--- config.mk ---
export PLATFORM = sky130hd
export DESIGN_NAME = risc_machine_mc
export DESIGN_NICKNAME = d
export VERILOG_FILES = /design/src/rtl/risc_machine_mc.sv
export SDC_FILE = /design/constraint.sdc
export NUM_CORES = 1
export LEC_CHECK = 0
export ABC_AREA = 0
export BUFFER_PORTS_ARGS = -buffer_cell sky130_fd_sc_hd__buf_2
export CORE_MARGIN = 1.5
export CORE_UTILIZATION = 60
export CTS_CLUSTER_DIAMETER = 60
export DETAILED_ROUTE_END_ITERATION = 10
export PLACE_DENSITY_LB_ADDON = 0.08
export SYNTH_ARGS = -nofsm -noshare
export SYNTH_HDL_FRONTEND = slang
export SYNTH_SLANG_ARGS = --single-unit
--- constraint.sdc ---
create_clock -name clk -period 10.15 [get_ports clk]
set_input_delay 1.5225 -clock clk [delete_from_list [all_inputs] [get_ports clk]]
set_output_delay 1.5225 -clock clk [all_outputs]
set_load 0.05 [all_outputs]
--- src/rtl/risc_machine_mc.sv ---
// risc_machine_mc: multicycle 16-bit-encoded RISC core with a ready/wait memory port.
// Define RISC_BRANCH_EN to decode opcode 001 as conditional branches; otherwise 001 is illegal.
module risc_machine_mc #(
    parameter int DATA_W = 16,
    parameter int ADDR_W = 8
) (
    input  logic              clk,
    input  logic              rst_n,
    input  logic [ADDR_W-1:0] start_pc,
    output logic [ADDR_W-1:0] mem_addr,
    output logic              mem_rd,
    output logic              mem_wr,
    output logic [DATA_W-1:0] mem_wdata,
    input  logic [DATA_W-1:0] mem_rdata,
    input  logic              mem_ready,
    output logic [DATA_W-1:0] out,
    output logic [ADDR_W-1:0] pc,
    output logic [2:0]        flags,
    output logic              halted,
    output logic              illegal
);

    // LOAD pc<-start_pc | FETCH read IR | DECODE read regs | EXEC alu/addr
    // MEM load/store handshake | WB load writeback | HALT stopped until reset
    typedef enum logic [2:0] {S_LOAD, S_FETCH, S_DECODE, S_EXEC, S_MEM, S_WB, S_HALT} state_t;

    state_t            state_q, state_d;
    logic [15:0]       ir_q, ir_d;
    logic [ADDR_W-1:0] pc_q, pc_d, addr_q, addr_d;
    logic [DATA_W-1:0] a_q, a_d, b_q, b_d, c_q, c_d, data_q, data_d, out_q, out_d;
    logic [2:0]        flags_q, flags_d;
    logic              illegal_q, illegal_d;

    logic [DATA_W-1:0] rf_q [8];
    logic              rf_we;
    logic [2:0]        rf_wa;
    logic [DATA_W-1:0] rf_wd;

    logic [2:0]        opc;
    logic [1:0]        op;
    logic              is_movi, is_movr, is_add, is_cmp, is_and, is_mvn, is_ldr, is_str, is_hlt;
    logic              br_ok, br_take;
    logic [ADDR_W-1:0] br_off;
    logic [DATA_W-1:0] imm_sx, b_sh, diff, alu_res;

    assign opc     = ir_q[15:13];
    assign op      = ir_q[12:11];
    assign is_movi = (opc == 3'b110) && (op == 2'b10);
    assign is_movr = (opc == 3'b110) && (op == 2'b00);
    assign is_add  = (opc == 3'b101) && (op == 2'b00);
    assign is_cmp  = (opc == 3'b101) && (op == 2'b01);
    assign is_and  = (opc == 3'b101) && (op == 2'b10);
    assign is_mvn  = (opc == 3'b101) && (op == 2'b11);
    assign is_ldr  = (opc == 3'b011) && (op == 2'b00);
    assign is_str  = (opc == 3'b100) && (op == 2'b00);
    assign is_hlt  = (opc == 3'b111) && (op == 2'b00);
    assign imm_sx  = DATA_W'($signed(ir_q[7:0]));
    assign br_off  = ADDR_W'($signed(ir_q[7:0]));

`ifdef RISC_BRANCH_EN
    assign br_ok = (opc == 3'b001) && (ir_q[10:8] <= 3'd4);
    always_comb begin
        br_take = 1'b0;
        case (ir_q[10:8])
            3'd0:    br_take = 1'b1;
            3'd1:    br_take = flags_q[0];
            3'd2:    br_take = !flags_q[0];
            3'd3:    br_take = flags_q[2] ^ flags_q[1];
            3'd4:    br_take = flags_q[0] | (flags_q[2] ^ flags_q[1]);
            default: br_take = 1'b0;
        endcase
    end
`else
    assign br_ok   = 1'b0;
    assign br_take = 1'b0;
`endif

    always_comb begin
        case (ir_q[4:3])
            2'b01:   b_sh = {b_q[DATA_W-2:0], 1'b0};
            2'b10:   b_sh = {1'b0, b_q[DATA_W-1:1]};
            2'b11:   b_sh = {b_q[DATA_W-1], b_q[DATA_W-1:1]};
            default: b_sh = b_q;
        endcase
        diff = a_q - b_sh;
        case (op)
            2'b00:   alu_res = (opc == 3'b110) ? b_sh : a_q + b_sh;
            2'b10:   alu_res = a_q & b_sh;
            default: alu_res = ~b_sh;
        endcase
    end

    always_ff @(posedge clk or negedge rst_n) begin
        if (!rst_n) begin
            state_q   <= S_LOAD;
            ir_q      <= '0;
            pc_q      <= '0;
            addr_q    <= '0;
            a_q       <= '0;
            b_q       <= '0;
            c_q       <= '0;
            data_q    <= '0;
            out_q     <= '0;
            flags_q   <= '0;
            illegal_q <= 1'b0;
        end else begin
            state_q   <= state_d;
            ir_q      <= ir_d;
            pc_q      <= pc_d;
            addr_q    <= addr_d;
            a_q       <= a_d;
            b_q       <= b_d;
            c_q       <= c_d;
            data_q    <= data_d;
            out_q     <= out_d;
            flags_q   <= flags_d;
            illegal_q <= illegal_d;
        end
    end

    // Register file is deliberately not reset: contents survive a core reset.
    always_ff @(posedge clk) begin
        if (rf_we) rf_q[rf_wa] <= rf_wd;
    end

    always_comb begin
        state_d   = state_q;
        ir_d      = ir_q;
        pc_d      = pc_q;
        addr_d    = addr_q;
        a_d       = a_q;
        b_d       = b_q;
        c_d       = c_q;
        data_d    = data_q;
        out_d     = out_q;
        flags_d   = flags_q;
        illegal_d = illegal_q;
        rf_we     = 1'b0;
        rf_wa     = ir_q[7:5];
        rf_wd     = alu_res;
        case (state_q)
            S_LOAD: begin
                pc_d    = start_pc;
                state_d = S_FETCH;
            end
            S_FETCH: begin
                if (mem_ready) begin
                    ir_d    = mem_rdata[15:0];
                    pc_d    = pc_q + ADDR_W'(1);
                    state_d = S_DECODE;
                end
            end
            S_DECODE: begin
                a_d     = rf_q[ir_q[10:8]];
                b_d     = rf_q[ir_q[2:0]];
                c_d     = rf_q[ir_q[7:5]];
                state_d = S_EXEC;
            end
            S_EXEC: begin
                state_d = S_FETCH;
                if (is_movi) begin
                    rf_we = 1'b1;
                    rf_wa = ir_q[10:8];
                    rf_wd = imm_sx;
                    out_d = imm_sx;
                end else if (is_movr || is_add || is_and || is_mvn) begin
                    rf_we = 1'b1;
                    out_d = alu_res;
                end else if (is_cmp) begin
                    flags_d = {diff[DATA_W-1],
                               (a_q[DATA_W-1] != b_sh[DATA_W-1]) && (diff[DATA_W-1] != a_q[DATA_W-1]),
                               diff == '0};
                end else if (is_ldr || is_str) begin
                    addr_d  = a_q[ADDR_W-1:0] + ADDR_W'(ir_q[4:0]);
                    state_d = S_MEM;
                end else if (is_hlt) begin
                    state_d = S_HALT;
                end else if (br_ok) begin
                    if (br_take) pc_d = pc_q + br_off;
                end else begin
                    illegal_d = 1'b1;
                    state_d   = S_HALT;
                end
            end
            S_MEM: begin
                if (mem_ready) begin
                    if (is_ldr) begin
                        data_d  = mem_rdata;
                        state_d = S_WB;
                    end else begin
                        out_d   = c_q;
                        state_d = S_FETCH;
                    end
                end
            end
            S_WB: begin
                rf_we   = 1'b1;
                rf_wd   = data_q;
                out_d   = data_q;
                state_d = S_FETCH;
            end
            default: state_d = state_q;
        endcase
    end

    always_comb begin
        mem_rd    = 1'b0;
        mem_wr    = 1'b0;
        mem_addr  = '0;
        mem_wdata = '0;
        halted    = 1'b0;
        case (state_q)
            S_FETCH: begin
                mem_rd   = 1'b1;
                mem_addr = pc_q;
            end
            S_MEM: begin
                mem_addr = addr_q;
                if (is_ldr) begin
                    mem_rd = 1'b1;
                end else begin
                    mem_wr    = 1'b1;
                    mem_wdata = c_q;
                end
            end
            S_HALT:  halted = 1'b1;
            default: halted = 1'b0;
        endcase
    end

    assign out     = out_q;
    assign pc      = pc_q;
    assign flags   = flags_q;
    assign illegal = illegal_q;

endmodule

Yosys cells after proc, flatten, opt, wreduce, memory -nomap -nowiden
Memories as Yosys holds them, arrays and structs flattened. A register that Yosys moved wholly into a read port is not among the register bits.
Index checks and enable logic that the tools add are counted.
{ "word_totals": {"regBits": 71, "ramBits": 128, "out_inout_bits": 55, "word_cells": 110, "memories": 1} }
{ "op_classes": {"n_addsub": 4, "n_eq_ne": 23, "mux": 35, "bitwise_logic": 7, "reduce_logical": 32} }
{ "mem_list": {"columns": ["name", "depth", "word_bits", "rd", "rd_clocked_by_memory_dff", "write_ports", "line", "rtl"], "rows": [
  ["rf_q", 8, 16, 3, 3, 1, "34", "logic [DATA_W-1:0] rf_q [8];"]
]} }
{ "ops": {"columns": ["op", "count"], "rows": [
  ["$mux W16", 8],
  ["$pmux W16 S3", 2],
  ["$pmux W16 S2", 2],
  ["$pmux W8 S2", 2],
  ["$mux W3", 8],
  ["$eq A3 B3 Y1 const B", 7],
  ["$add A16 B16 Y16", 1],
  ["$and A16 B16 Y16", 1],
  ["$logic_not A16 Y1", 1],
  ["$not A16 Y16", 1],
  ["$sub A16 B16 Y16", 1],
  ["$pmux W3 S5", 1],
  ["$logic_and A1 B1 Y1", 10],
  ["$eq A3 B2 Y1 const B", 3],
  ["$add A8 B1 Y8 const B", 1],
  ["$add A8 B5 Y8", 1],
  ["$eq A2 B2 Y1 const B", 4],
  ["$mux W1", 8],
  ["$mux W8", 1],
  ["$reduce_and A4 Y1", 2],
  ["$ne A2 B2 Y1 const B", 3],
  ["$reduce_and A3 Y1", 2],
  ["$reduce_and A6 Y1", 1],
  ["$not A1 Y1", 5],
  ["other kinds (16)", 25]
]} }

Logic depth before layout (Yosys ltp)
{ "depth": {"depth_word": 10, "mapped_depth": 16, "mapped_depth_nobuf": 13} }

Worst setup path after synthesis
No wires, ideal clock.
{ "synth_path": {"path_type": "reg-to-output", "startpoint": "reg state_q[0]", "endpoint": "out mem_wdata[10]", "arrival_time_ps": 2267, "setup_slack_ps": 6360, "stages_incl_launch_ff": 7, "path_buffers": 2, "path_cell_list": "dfrtp_1 > buf_6 > inv_1 > nand2_1 > nor3_1 > clkbuf_1 > and2_1"} }
{ "synth_via": {"elab_chain_len": 2} }
{ "synth_lines": {"columns": ["element", "line", "rtl"], "rows": [
  ["start: declaration", "27", "state_t state_q, state_d;"],
  ["start signal: assignment", "107", "state_q <= state_d;"],
  ["$eq A3 B3 Y1", "212", "case (state_q)"],
  ["$mux W16", "212", null],
  ["end: declaration", "13", "output logic [DATA_W-1:0] mem_wdata,"]
]} }
No other way between the ends.

Final worst setup path
{ "layout_path": {"startpoint": "reg state_q[0]", "endpoint": "out mem_addr[2]"} }
{ "layout_via": {"elab_chain_len": 2, "elab_cells_between_ends": 3} }
{ "layout_lines": {"columns": ["element", "line", "rtl"], "rows": [
  ["$eq A3 B3 Y1 / $eq A3 B1 Y1 (equally long branches)", "212", null],
  ["$pmux W8 S2 (*)", "212", null],
  ["end: declaration", "10", "output logic [ADDR_W-1:0] mem_addr,"]
]} }
Every way passes the cells marked *; elsewhere a longest branch is shown, timed or not.

==> flow_metrics.env <==
export IMPL_status="finished, final reports clean"
export IMPL_grt_max_degree=97
export IMPL_cts_buffers=28
export IMPL_finalWeightedCongestion=0.960
export IMPL_grt_pass1_wl_mm=67.7
export IMPL_cp_top_family="simple AND/OR/NAND/NOR gates"
export IMPL_first_pass_iters=5
export IMPL_synthTopCellsByCount="nand2_1, nor2_1, edfxtp_1"
export IMPL_dieArea_um2=25900
export IMPL_io_buffers=81
export IMPL_synth_nets=1404
export IMPL_fmax_mhz=217
export IMPL_hold_violations=0
export IMPL_critPathLaunchType="flip-flop"
export IMPL_ff2ff_setup_slack_ns=5.55
export IMPL_dpl_hpwl_mm=30.2
export IMPL_io_pins=82
export IMPL_yosys_most_used_dff="edfxtp_1"
export IMPL_path_clk_slew_ns=0.06
export IMPL_drtIter0Drc=1645
export IMPL_end_kind="output port"
export IMPL_grt_usage_pct=34.8
export IMPL_finalSetupViolCount=0
export IMPL_ant_nets=0
export IMPL_clock_root_buffer="clkbuf_16"
export IMPL_yosys_area_top_type="edfxtp_1"
export IMPL_fin_skew_ns=0.0475
export IMPL_layout_drive_gt1_share_pct=22.3
export IMPL_cts_resized=0
export IMPL_hold_class="flip-flop to flip-flop"
export IMPL_dieWidth_um=161
export IMPL_ys_top_cells_by_area="edfxtp_1, dfrtp_1, mux4_2"
export IMPL_multiInputGateArea_um2=7660
export IMPL_synth_top_area_share_pct=25.6
export IMPL_tns_ns=0
export IMPL_grt_busiest_layer="met2"
export IMPL_path_buf_inv=2
export IMPL_crit_slowest_cell="nor2_2"
export IMPL_max_clock_path_buffers=3
export IMPL_wirelength_mm=44.7
export IMPL_clkSinkCount=247
export IMPL_n_antenna_cell=0
export IMPL_worstSkewPairLatency_ns=0.59
export IMPL_postCtsSetupBuffers=0
export IMPL_grtUsageMet1_pct=47.2
export IMPL_crit_type="flip-flop to output port"
export IMPL_cts_tree="yes"
export IMPL_yosysMostFrequentCell="nand2_1"
export IMPL_use_met3_pct=6.11
export IMPL_initial_utilization_pct=61.5
export IMPL_path_max_fanout=24
export IMPL_finalMaxSlewViolations=0
export IMPL_grt_ovfl_total=0
export IMPL_fin_nets=1449
export IMPL_rsz0062_at_grt="false"
export IMPL_netlist_area_um2=15000
export IMPL_ys_ff_latch=247
export IMPL_fp_coreArea_um2=24400
export IMPL_grt_pass1_vias=11300
export IMPL_met2_usage_pct=55.6
export IMPL_rows=57
export IMPL_dieHeight_um=161
export IMPL_crit_required_ns=8.63
export IMPL_period_minus_slack_ns=4.61
export IMPL_htree_levels=1
export IMPL_yosysSeqAreaShare_pct=45.5
export IMPL_critical_path_arrival_ns=3.08
export IMPL_synth_distinct_cells=76
export IMPL_ff_latch_area_um2=6830
export IMPL_fin_crit_sh_pct=45.4
export IMPL_area_delta_synth_final_pct=11.5
export IMPL_slew_headroom_pct=18.7
export IMPL_yosysWarnings=0
export IMPL_vias=11800
export IMPL_cap_violations=0
export IMPL_netlist_instances=1335
export IMPL_drc=0
export IMPL_cts_hold_buf=0
export IMPL_antenna_found_initial=0
export IMPL_post_drt_wl_per_cell_um=25.9
export IMPL_slowest_delay_ns=0.97
export IMPL_vias_per_cell=6.83
export IMPL_num_fill_cells=1832
export IMPL_tightest_slew_ns=1.22
export IMPL_avgSynthCellArea_um2=11.2
export IMPL_post_route_util_pct=68.5
export IMPL_synthArstFlopShare_pct=48.2
export IMPL_worstPathCellList="inv_1 > nand2_1 > nor2_2 > a22o_1 > buf_2"
export IMPL_synth_edff_count=128
==> worst paths after layout <==
path                       startpoint          end  cells past startpoint
max                        state_q[0]  mem_addr[2]                      5
min                           illegal      illegal                      1
max reg2reg                   ir_q[3]  rf_q[5][15]                     12
min reg2reg                   illegal      illegal                      1
max in group asynchronous       rst_n      ir_q[9]                      2
min in group asynchronous       rst_n        pc[5]                      1
==> sequential cells by signal, summed over array words and instances, names as in the netlist <==
register / count
data_q: 16
pc: 8
a_q: 16
flags: 3
rf_q: 128
b_q: 16
out: 16
state_q: 3
addr_q: 8
ir_q: 16
c_q: 16
illegal: 1
==> final cells by class <==
cell class                 count  area share (%)
tap                          324            2.43
timing repair buffer         110            3.74
multi-input combinational    955            45.8
clock inverter                22            2.04
inverter                      38           0.853
clock buffer                  30            4.30
sequential                   247            40.8
==> placed cells by master (no fill, tap or decap), types with 10 or more instances in the layout <==
cell       count
nor2b_1       15
mux2_2        33
buf_4         30
nand3_1       19
clkbuf_16     28
mux2i_1       57
nand2b_1      10
edfxtp_1     128
nand2_1      134
inv_1         36
buf_2         80
nor2_1       127
a221oi_1      10
o22ai_1       10
nor3_1        13
a31oi_1       31
a21oi_1       94
dfrtp_1      115
o21ai_0       78
mux4_2        96
ha_1          39
a21o_1        11
and2_1        18
xnor2_1       13
==> per-layer routing <==
layer	vias up	wire, um
li1	5131	-
met1	5801	17300
met2	719	21200
met3	131	4110
met4	0	2060
met5	-	0
==> kinds of logic (layout without fill, tap and decap cells) <==
family	Yosys count	count (layout)	synth area share (%)
adder cells (fa/ha/maj)	42	42	3.66
AND/OR/NAND/NOR	381	381	11.6
flip-flops	247	247	45.5
buffers and inverters	133	200	3.56
AO/OA/AOI/OAI	324	324	13.7
XOR/XNOR	22	22	1.29
multiplexers	186	186	20.7
==> metrics by stage <==
stage / instance area, um^2 / setup WS, ns / hold slack [ns] / cells
4_1_cts: 16700 / 5.58 / 0.469 / 1726
3_3_place_gp: 15700 / 5.81 / 0.452 / 1674
5_1_grt: 16700 / 5.24 / 0.512 / 1726
2_1_floorplan: 15000 / 6.36 / 0.450 / 1335
6_report: 16700 / 5.54 / 0.468 / 1726
3_5_place_dp: 15700 / 5.67 / 0.456 / 1674
Power is left out: the tool's default activity adds up to more than one toggle a clock period on the data nets, which glitch-free logic cannot reach.
